File: config.mk
export PLATFORM = sky130hd
export DESIGN_NAME = interrupt_controller
export DESIGN_NICKNAME = d
export VERILOG_FILES = /design/src/rtl/interrupt_controller.sv
export SDC_FILE = /design/constraint.sdc
export NUM_CORES = 1
export LEC_CHECK = 0
export ABC_AREA = 1
export CAP_MARGIN = 20
export CORE_UTILIZATION = 35
export DETAILED_ROUTE_END_ITERATION = 7
export GPL_ROUTABILITY_DRIVEN = 0
export PLACE_DENSITY = 0.77
export SLEW_MARGIN = 10
export SYNTH_ARGS = -nofsm -noshare
export SYNTH_HDL_FRONTEND = slang
export SYNTH_SLANG_ARGS = --single-unit
File: constraint.sdc
create_clock -name i_Clk -period 1.05 [get_ports i_Clk]
set_input_delay 0.1575 -clock i_Clk [delete_from_list [all_inputs] [get_ports i_Clk]]
set_output_delay 0.1575 -clock i_Clk [all_outputs]
set_load 0.01 [all_outputs]
File: src/rtl/interrupt_controller.sv
// Interrupt flag (IF) and enable (IE) registers with edge-captured requests,
// priority acknowledge and a latched service vector.
module interrupt_controller #(
    parameter logic [15:0] IF_ADDR     = 16'hFF0F,
    parameter logic [15:0] IE_ADDR     = 16'hFFFF,
    parameter logic [15:0] VECTOR_BASE = 16'h0040
) (
    input  logic        i_Clk,
    input  logic        i_Reset_n,
    input  logic        i_Enable,
    input  logic [15:0] i_Address,
    input  logic [7:0]  i_Data,
    input  logic        i_Write,
    input  logic        i_Read,
    input  logic [4:0]  i_Requests,
    input  logic        i_Handle_Interrupt,
    output logic [4:0]  o_Interrupts,
    output logic [7:0]  o_Data,
    output logic [15:0] o_Vector,
    output logic        o_Ack_Valid
);

    typedef enum logic {IDLE, ACK} state_t;

    state_t      state_reg;
    logic [4:0]  if_reg;
    logic [7:0]  ie_reg;
    logic [4:0]  req_reg;
    logic [15:0] vector_reg;
    logic        ack_valid_reg;

    logic [4:0]  req_rise;
    logic [4:0]  pending;
    logic        if_write;
    logic        ie_write;
    logic        ack_trigger;
    logic [4:0]  ack_mask;
    logic [2:0]  ack_index;
    logic [15:0] vector_next;
    logic [4:0]  if_next;

    assign req_rise    = i_Requests & ~req_reg;
    assign pending     = if_reg & ie_reg[4:0];
    assign if_write    = i_Write && (i_Address == IF_ADDR);
    assign ie_write    = i_Write && (i_Address == IE_ADDR);
    assign ack_trigger = (state_reg == IDLE) && i_Handle_Interrupt;

    // Lowest set bit has the highest priority (VBlank first).
    always_comb begin
        ack_index = 3'd0;
        for (int i = 4; i >= 0; i--) begin
            if (pending[i]) begin
                ack_index = 3'(i);
            end
        end
    end

    always_comb begin
        ack_mask = 5'd0;
        if (ack_trigger) begin
            ack_mask = pending & (~pending + 5'd1);
        end
    end

    // An empty pending set yields a zero vector so the CPU can cancel dispatch.
    assign vector_next = (pending == 5'd0) ? 16'h0000
                       : VECTOR_BASE + {10'd0, ack_index, 3'b000};

    assign if_next = ((if_write ? i_Data[4:0] : if_reg) & ~ack_mask) | req_rise;

    always_ff @(posedge i_Clk or negedge i_Reset_n) begin
        if (!i_Reset_n) begin
            state_reg     <= IDLE;
            if_reg        <= 5'h00;
            ie_reg        <= 8'h00;
            req_reg       <= 5'h00;
            vector_reg    <= 16'h0000;
            ack_valid_reg <= 1'b0;
        end else if (i_Enable) begin
            if_reg  <= if_next;
            req_reg <= i_Requests;
            if (ie_write) begin
                ie_reg <= i_Data;
            end
            case (state_reg)
                IDLE: begin
                    if (i_Handle_Interrupt) begin
                        state_reg     <= ACK;
                        vector_reg    <= vector_next;
                        ack_valid_reg <= 1'b1;
                    end
                end
                ACK: begin
                    if (!i_Handle_Interrupt) begin
                        state_reg     <= IDLE;
                        ack_valid_reg <= 1'b0;
                    end
                end
                default: state_reg <= IDLE;
            endcase
        end
    end

    always_comb begin
        o_Data = 8'h00;
        if (i_Read && (i_Address == IF_ADDR)) begin
            o_Data = {3'b111, if_reg};
        end else if (i_Read && (i_Address == IE_ADDR)) begin
            o_Data = ie_reg;
        end
    end

    assign o_Interrupts = pending;
    assign o_Vector     = vector_reg;
    assign o_Ack_Valid  = ack_valid_reg;

endmodule

Word level (Yosys, flattened, before mapping) --
Index checks and enable logic that the tools add are counted.
Word-level totals: word-level logic and storage cells 44, output and inout port bits 30, register bits 36, input bits 35
Operators by class: eq/ne operators 4, bitwise logic cells 9, reductions and logical operators 9, multiplexer cells 14, add/sub/neg operators 2
Operators by type and width (count):
- 16-bit equality test (second input constant) | 2
- 8-bit 2-to-1 mux | 3
- 5-bit bitwise AND | 4
- 3-bit 2-to-1 mux | 5
- 5-bit inverter | 3
- 5-bit 2-to-1 mux | 2
- 7-bit by 6-bit adder with 8-bit output (first input constant) | 1
- 3-bit AND reduction | 2
- 5-bit by 1-bit adder with 5-bit output (second input constant) | 1
- 1-bit logical AND | 5
- 5-bit zero test | 1
- 5-bit OR | 1
- 2-bit != test (second input constant) | 2
- 1-bit 2-to-1 mux | 3
- 1-bit case mux with 2 select lines | 1
- 2-bit AND reduction | 1
- 1-bit inverter | 1

Depth between registers and ports, before layout --
Gate-level depths: netlist of the first run.
depth after elaboration 8, depth in mapped cells 9

Worst setup path before layout of the first run --
No wires, ideal clock.
kind input -> output, from input i_Address[14], to output o_Data[0], setup slack -101 ps, stages 8, buffers on the path 0, arrival 994 ps, cell sequence nand2_1 -> inv_1 -> nand2_2 -> nor2_4 -> nand3_2 -> nor2_2 -> nand3_1 -> o21ai_0
Between the ends: longest elaborated chain between the ends 4
RTL lines:
- start, declared | RTL line 11 | input logic [15:0] i_Address,
- 16-bit equality test | RTL line 108 | end else if (i_Read && (i_Address == IE_ADDR)) begin
- 1-bit logical AND | RTL line 108
- 8-bit 2-to-1 mux | RTL line 108
- 8-bit 2-to-1 mux * | RTL line 106 | if (i_Read && (i_Address == IF_ADDR)) begin
- end, declared | RTL line 18 | output logic [7:0] o_Data,
Mark *: on every way between the ends. The rest lies on a longest branch, timed or not.

Final worst setup path of the first run --
from input i_Address[8], to output o_Data[4]
The elaborated chain is that of the path after synthesis.

==> flow_summary.toml, run 1 <==
[clock_network]
cts_buffers = 3
path_clk_slew_ns = 0.09
cts_tree = "done"
h-tree-depth = 1
cts_hold_buf = 0
clk_latency_ns = 0.28
cts_root_buffer = "clkbuf_8"
cts.sinks = 24
cts_buffer_depth = 2

[run_status]
violations = "setup timing"
status = "finished, violations left"

[timing]
rsz0062_at_grt = "yes"
worst_hold_slack_ns = 0.215
fin_crit_sh_pct = 140
clock.fmax_mhz = 680
finalHoldViolations = 0
setup_viol = 30
final_max_slew_viol_count = 0
min_period_ns = 1.47
setup_ws_ns = -0.421
timing.clock.skew_ns = 0.00270

[final_layout]
multi_input_area_mm2 = 0.00105
design_area_mm2 = 0.00284
largest_reg_flops = 8
fillers = 277
antenna_cells = 0
syn_to_final_growth_pct = 92.5
drive_gt1_share_pct = 61.0
regArea_um2 = 601
layout.nets = 343

[detailed_routing]
drc = 0
wl_um = 5680
drtAntennaViolNets = 0
avgViaCountPerCell = 4.89
wl_per_cell_um = 16.0
drt_iter0_drc = 80
dr.pass1.iters = 7
vias = 1737

[floorplan]
fp-row-count = 23
die_h_um = 67.0
die_w_um = 67.0
ios = 65
initial_core_util_pct = 36.6
die_area_mm2 = 0.00448
coreArea_mm2 = 0.00403

[global_routing]
overflow = 0
grt_start_max_net_pins = 25
antenna_found_initial = 0
track_usage_pct = 26.9
grt_pass1_wl_um = 8700
grt_pass1_vias = 1811

[job]
cap_violations = 0

[place]
io_buffers = 52
dp_slack_ns = -1.21
place_area_mm2 = 0.00222
dp_hpwl_um = 3100

[logic_synthesis]
syn_avg_cell_area_um2 = 7.46
synth_top_area_share_pct = 40.7
async_reset_ff_share_pct = 100
synth_area_mm2 = 0.00148
ys.flop_type = "dfrtp_1"
yosysMostFrequentCell = "nand2_1"
ys_seq_area_share_pct = 40.7
ys_types = 22
yosys-top-cells-area = "dfrtp_1 41%, nand2_1 12%, inv_1 7.9%"
synth_top_cell_by_area = "dfrtp_1"
ys_ff_latch = 24
synth_commonest_cells = "47 x nand2_1, 31 x inv_1, 24 x dfrtp_1, 17 x o21ai_0, 15 x nand3_1"
yosys_warnings = 0
netlist_instances = 198
synth_edf_count = 0

[worst_setup_path]
startpoint = "i_Address[8]"
path_cells = "buf_6, nand4_1, nor2_4, nand3_4, nor2_4, buf_6, buf_6, nand3_4, o21ai_2, buf_2"
cp.arrival_ns = 1.31
cp_max_fo = 3
cp.required_ns = 0.89
startpoint_type = "input pin"
cp_common_cell = "buf_6"
end_kind = "output pin"
slowest_stage = "nor2_4"
r2r-start = "if_reg[2]"
rr_worst_depth = 8
cpPeakStageDelay_ns = 0.17
worstSetupPathType = "in2out"

[power]
peakVddDrop_mv = 0.457
p_per_area_mw_per_mm2 = 708
p_leak_nw = 1.53

[min_path]
min_path_type = "in2async"
## worst max-delay path, delay by kind of cell
family / cells / cell delay, ns
and+or+nand+nor: 5 / 0.61
AOI/OAI and AO/OA: 1 / 0.07
buffers and inverters: 4 / 0.46
## timing repair
action | CTS | global route
setup endpoints to repair | 36 | 35
cloned | 1 | 0
buffers inserted | 27 | 8
pin swaps | 34 | 26
resized for setup | 229 | 46
## worst paths after layout
kind / to / slack [ns]
max in group asynchronous: if_reg[0] / 0.68
min in group i_Clk: state_reg / 0.35
hold reg to reg: req_reg[4] / 0.49
hold / removal: ie_reg[3] / 0.21
setup / recovery: o_Data[4] / -0.42
setup reg to reg: if_reg[3] / -0.23
## layout by cell type (no fill, tap or decap), types with 13 or more instances in the layout
cell type,count
nand2_1,17
buf_4,32
dfrtp_1,24
o21ai_2,13
buf_2,15
inv_1,21
nand2_2,23
clkdlybuf4s50_1,14
buf_6,38
## logic make-up (layout without fill, tap and decap cells)
| family | count (synthesis) | after routing | synth area share [%] |
|---|---|---|---|
| and+or+nand+nor | 89 | 90 | 28.0 |
| buffers and inverters | 47 | 142 | 15.6 |
| AOI/OAI and AO/OA | 35 | 35 | 13.9 |
| DFF | 24 | 24 | 40.7 |
| adders and majority gates | 1 | 1 | 0.847 |
| other | 1 | 12 | 0.254 |
| muxes | 1 | 1 | 0.763 |
## layer usage
metal	global-route usage [%]	routed length [um]	part of all wire (%)	up-vias
li1	-	-	-	821
met1	28.4	2050	36	823
met2	48.1	3070	54	65
met3	5.99	269	4.7	28
met4	16.5	288	5.1	0
met5	0	0	0	-
## report_power, final
group | switching (W) | internal [W] | total, W
Clock | 0.000326 | 0.000259 | 0.000584
Sequential | 0.0000199 | 0.000959 | 0.000979
Combinational | 0.000228 | 0.000221 | 0.000448
Total | 0.000573 | 0.00144 | 0.00201
## per-stage QoR
stage	total power, W	util, %	std cells	TNS [ns]
2_1_floorplan	0.00115	-	209	-0.947
3_3_place_gp	0.00136	55.0	323	-20.03
3_5_place_dp	0.00138	55.0	323	-21.46
4_1_cts	0.00196	66.4	352	-6.19
5_1_grt	0.00208	70.5	355	-8.43
6_report	0.00201	70.5	355	-6.77
## cell type report
class / count / share of cell area [%]
Clock buffer: 3 / 1.45
Tap cell: 50 / 2.20
Inverter: 32 / 4.58
Sequential cell: 24 / 21.1
Multi-Input combinational cell: 139 / 37.1
Timing Repair Buffer: 107 / 33.6
Power figures use the tool's default switching activity.
==> inputs of run 2 (changes only) <==
Settings changed: CORE_ASPECT_RATIO set to 1.25, CORE_UTILIZATION 35 to 38, PLACE_DENSITY 0.77 to 0.83.
==> run 2 against run 1 <==
- the flow finishes with violations (DRC, setup timing)
- routed wire length up 3.3%
- global-route usage is 0.25 points lower
- clock power is 48% higher
- hold slack improved by 0.0025 ns
- critical endpoint is now o_Data[1]
- highest routed layer unchanged
==> flow_summary.toml, run 2 (same netlist as run 1, synthesis figures left out) <==
[power]
peakVddDrop_mv = 1.13
p_leak_nw = 1.47
p_per_area_mw_per_mm2 = 820

[timing]
min_period_ns = 1.39
tns_ns = -5.06
finalHoldViolations = 0
rsz0062_at_grt = "yes"
final_max_slew_viol_count = 0
timing.clock.skew_ns = 0.00660
setup_ws_ns = -0.340
setup_viol = 30
clock.fmax_mhz = 719
fin_crit_sh_pct = 132

[run_status]
status = "finished, violations left"
violations = "DRC, setup timing"

[floorplan]
coreArea_mm2 = 0.00360
die_area_mm2 = 0.00414
fp-row-count = 24
die_h_um = 71.7
initial_core_util_pct = 41.0
die_w_um = 57.8
ios = 65

[global_routing]
grt_start_max_net_pins = 25
overflow = 0
grt_pass1_wl_um = 8510
track_usage_pct = 26.7
grt_pass1_vias = 1896
antenna_found_initial = 0

[clock_network]
cts_hold_buf = 0
path_clk_slew_ns = 0.10
cts_root_buffer = "clkbuf_8"
cts_tree = "done"
h-tree-depth = 1
cts_buffers = 3
clk_latency_ns = 0.29
cts_buffer_depth = 2
cts.sinks = 24

[worst_setup_path]
end_kind = "output pin"
r2r-start = "if_reg[2]"
cp.depth = 8
cp.required_ns = 0.89
cp_top_family = "buffers and inverters"
startpoint_type = "input pin"
cpPeakStageDelay_ns = 0.19
cp_max_fo = 6
path_cells = "buf_6, nand4_1, nor2_4, buf_4, buf_4, nand3_4, o21ai_2, buf_2"
crit_buf_inv = 4
rr_worst_depth = 8
r2r_slack_ns = -0.23
cp_common_cell = "buf_4"
slowest_stage = "o21ai_2"
cp.arrival_ns = 1.23
timing.rr.end = "o_Vector[3]"
worstSetupPathType = "in2out"

[place]
dp_hpwl_um = 2980
io_buffers = 52
place_area_mm2 = 0.00218

[detailed_routing]
dr.pass1.iters = 8
avgViaCountPerCell = 5.31
drc = 4
wl_um = 5860
wl_per_cell_um = 17.0
drt_iter0_drc = 85
vias = 1828
drtAntennaViolNets = 0

[final_layout]
antenna_cells = 0
syn_to_final_growth_pct = 89.4
layout_commonest_cell = "buf_4"
drive_gt1_share_pct = 59.0
fillers = 230
layout_common_cells = "35 x buf_4, 31 x buf_6, 23 x nand2_2, 23 x nand2_1, 22 x dfrtp_1"
largest_reg_flops = 8
design_area_mm2 = 0.00280
layout.nets = 342

[min_path]
min_path_type = "in2async"

[job]
cap_violations = 0
==> run 2: changes by cell type in the layout (fill, tap and decap cells not counted), sizes merged <==
cell          before  now
bufinv             0    1
dlygate4sd2        4    3
clkbuf             6    9
dlymetal6s2s       0    1
buf               86   82
inv               32   31
clkinvlp           0    1
==> run 2: area by class of cell <==
type | count | area [um^2] | share of cell area (%)
clock inverters | 1 | 30.0 | 1.07
multi-input cells | 139 | 1010 | 36.1
well taps | 39 | 48.8 | 1.74
clock buffers | 3 | 41.3 | 1.48
flip-flops and latches | 24 | 603 | 21.6
repair buffers | 106 | 931 | 33.3
inverters | 32 | 134 | 4.79
==> run 2: where the power goes <==
group	internal (W)	leakage [nW]	total [W]	switching [W]
Sequential	0.000960	0.295	0.000983	0.0000231
Clock	0.000512	0.0357	0.000864	0.000352
Combinational	0.000221	1.14	0.000448	0.000227
Total	0.00169	1.47	0.00229	0.000601
==> run 2: worst max-delay path by stage <==
stage	startpoint	end	slack (ns)
3_5_place_dp	i_Address[14]	o_Data[1]	-1.17
6_report	i_Address[8]	o_Data[1]	-0.34
4_1_cts	i_Address[8]	o_Data[6]	-0.33
2_1_floorplan	i_Address[6]	o_Data[0]	-0.1
3_3_place_gp	i_Address[14]	o_Data[0]	-1.06
5_1_grt	i_Address[14]	o_Data[5]	-0.40
==> run 2: per-stage QoR <==
| stage | hold slack, ns | power, W | std cells | worst slack [ns] | util (%) |
|---|---|---|---|---|---|
| after floorplan | -0.138 | 0.00115 | 209 | -0.0970 | - |
| after global placement | 0.455 | 0.00136 | 309 | -1.06 | 60.5 |
| after detailed placement | 0.472 | 0.00137 | 309 | -1.17 | 60.5 |
| after CTS | 0.234 | 0.00221 | 337 | -0.335 | 71.4 |
| after global routing | 0.210 | 0.00239 | 344 | -0.399 | 77.6 |
| final | 0.217 | 0.00229 | 344 | -0.340 | 77.6 |
==> run 2: what timing repair did <==
action / CTS / global route
endpoints found under the hold margin: 0 / 0
gates cloned: 1 / 0
setup buffers: 23 / 8
pin swaps: 32 / 32
resized for setup: 194 / 60
setup endpoints to repair: 35 / 35
==> run 2: layer usage <==
layer | share of wire [%] | global-route usage (%) | up-vias
met4 | 5.3 | 14.0 | 0
met1 | 35 | 29.1 | 865
li1 | - | - | 821
met5 | 0 | 0 | -
met3 | 6.3 | 4.15 | 31
met2 | 53 | 49.0 | 111
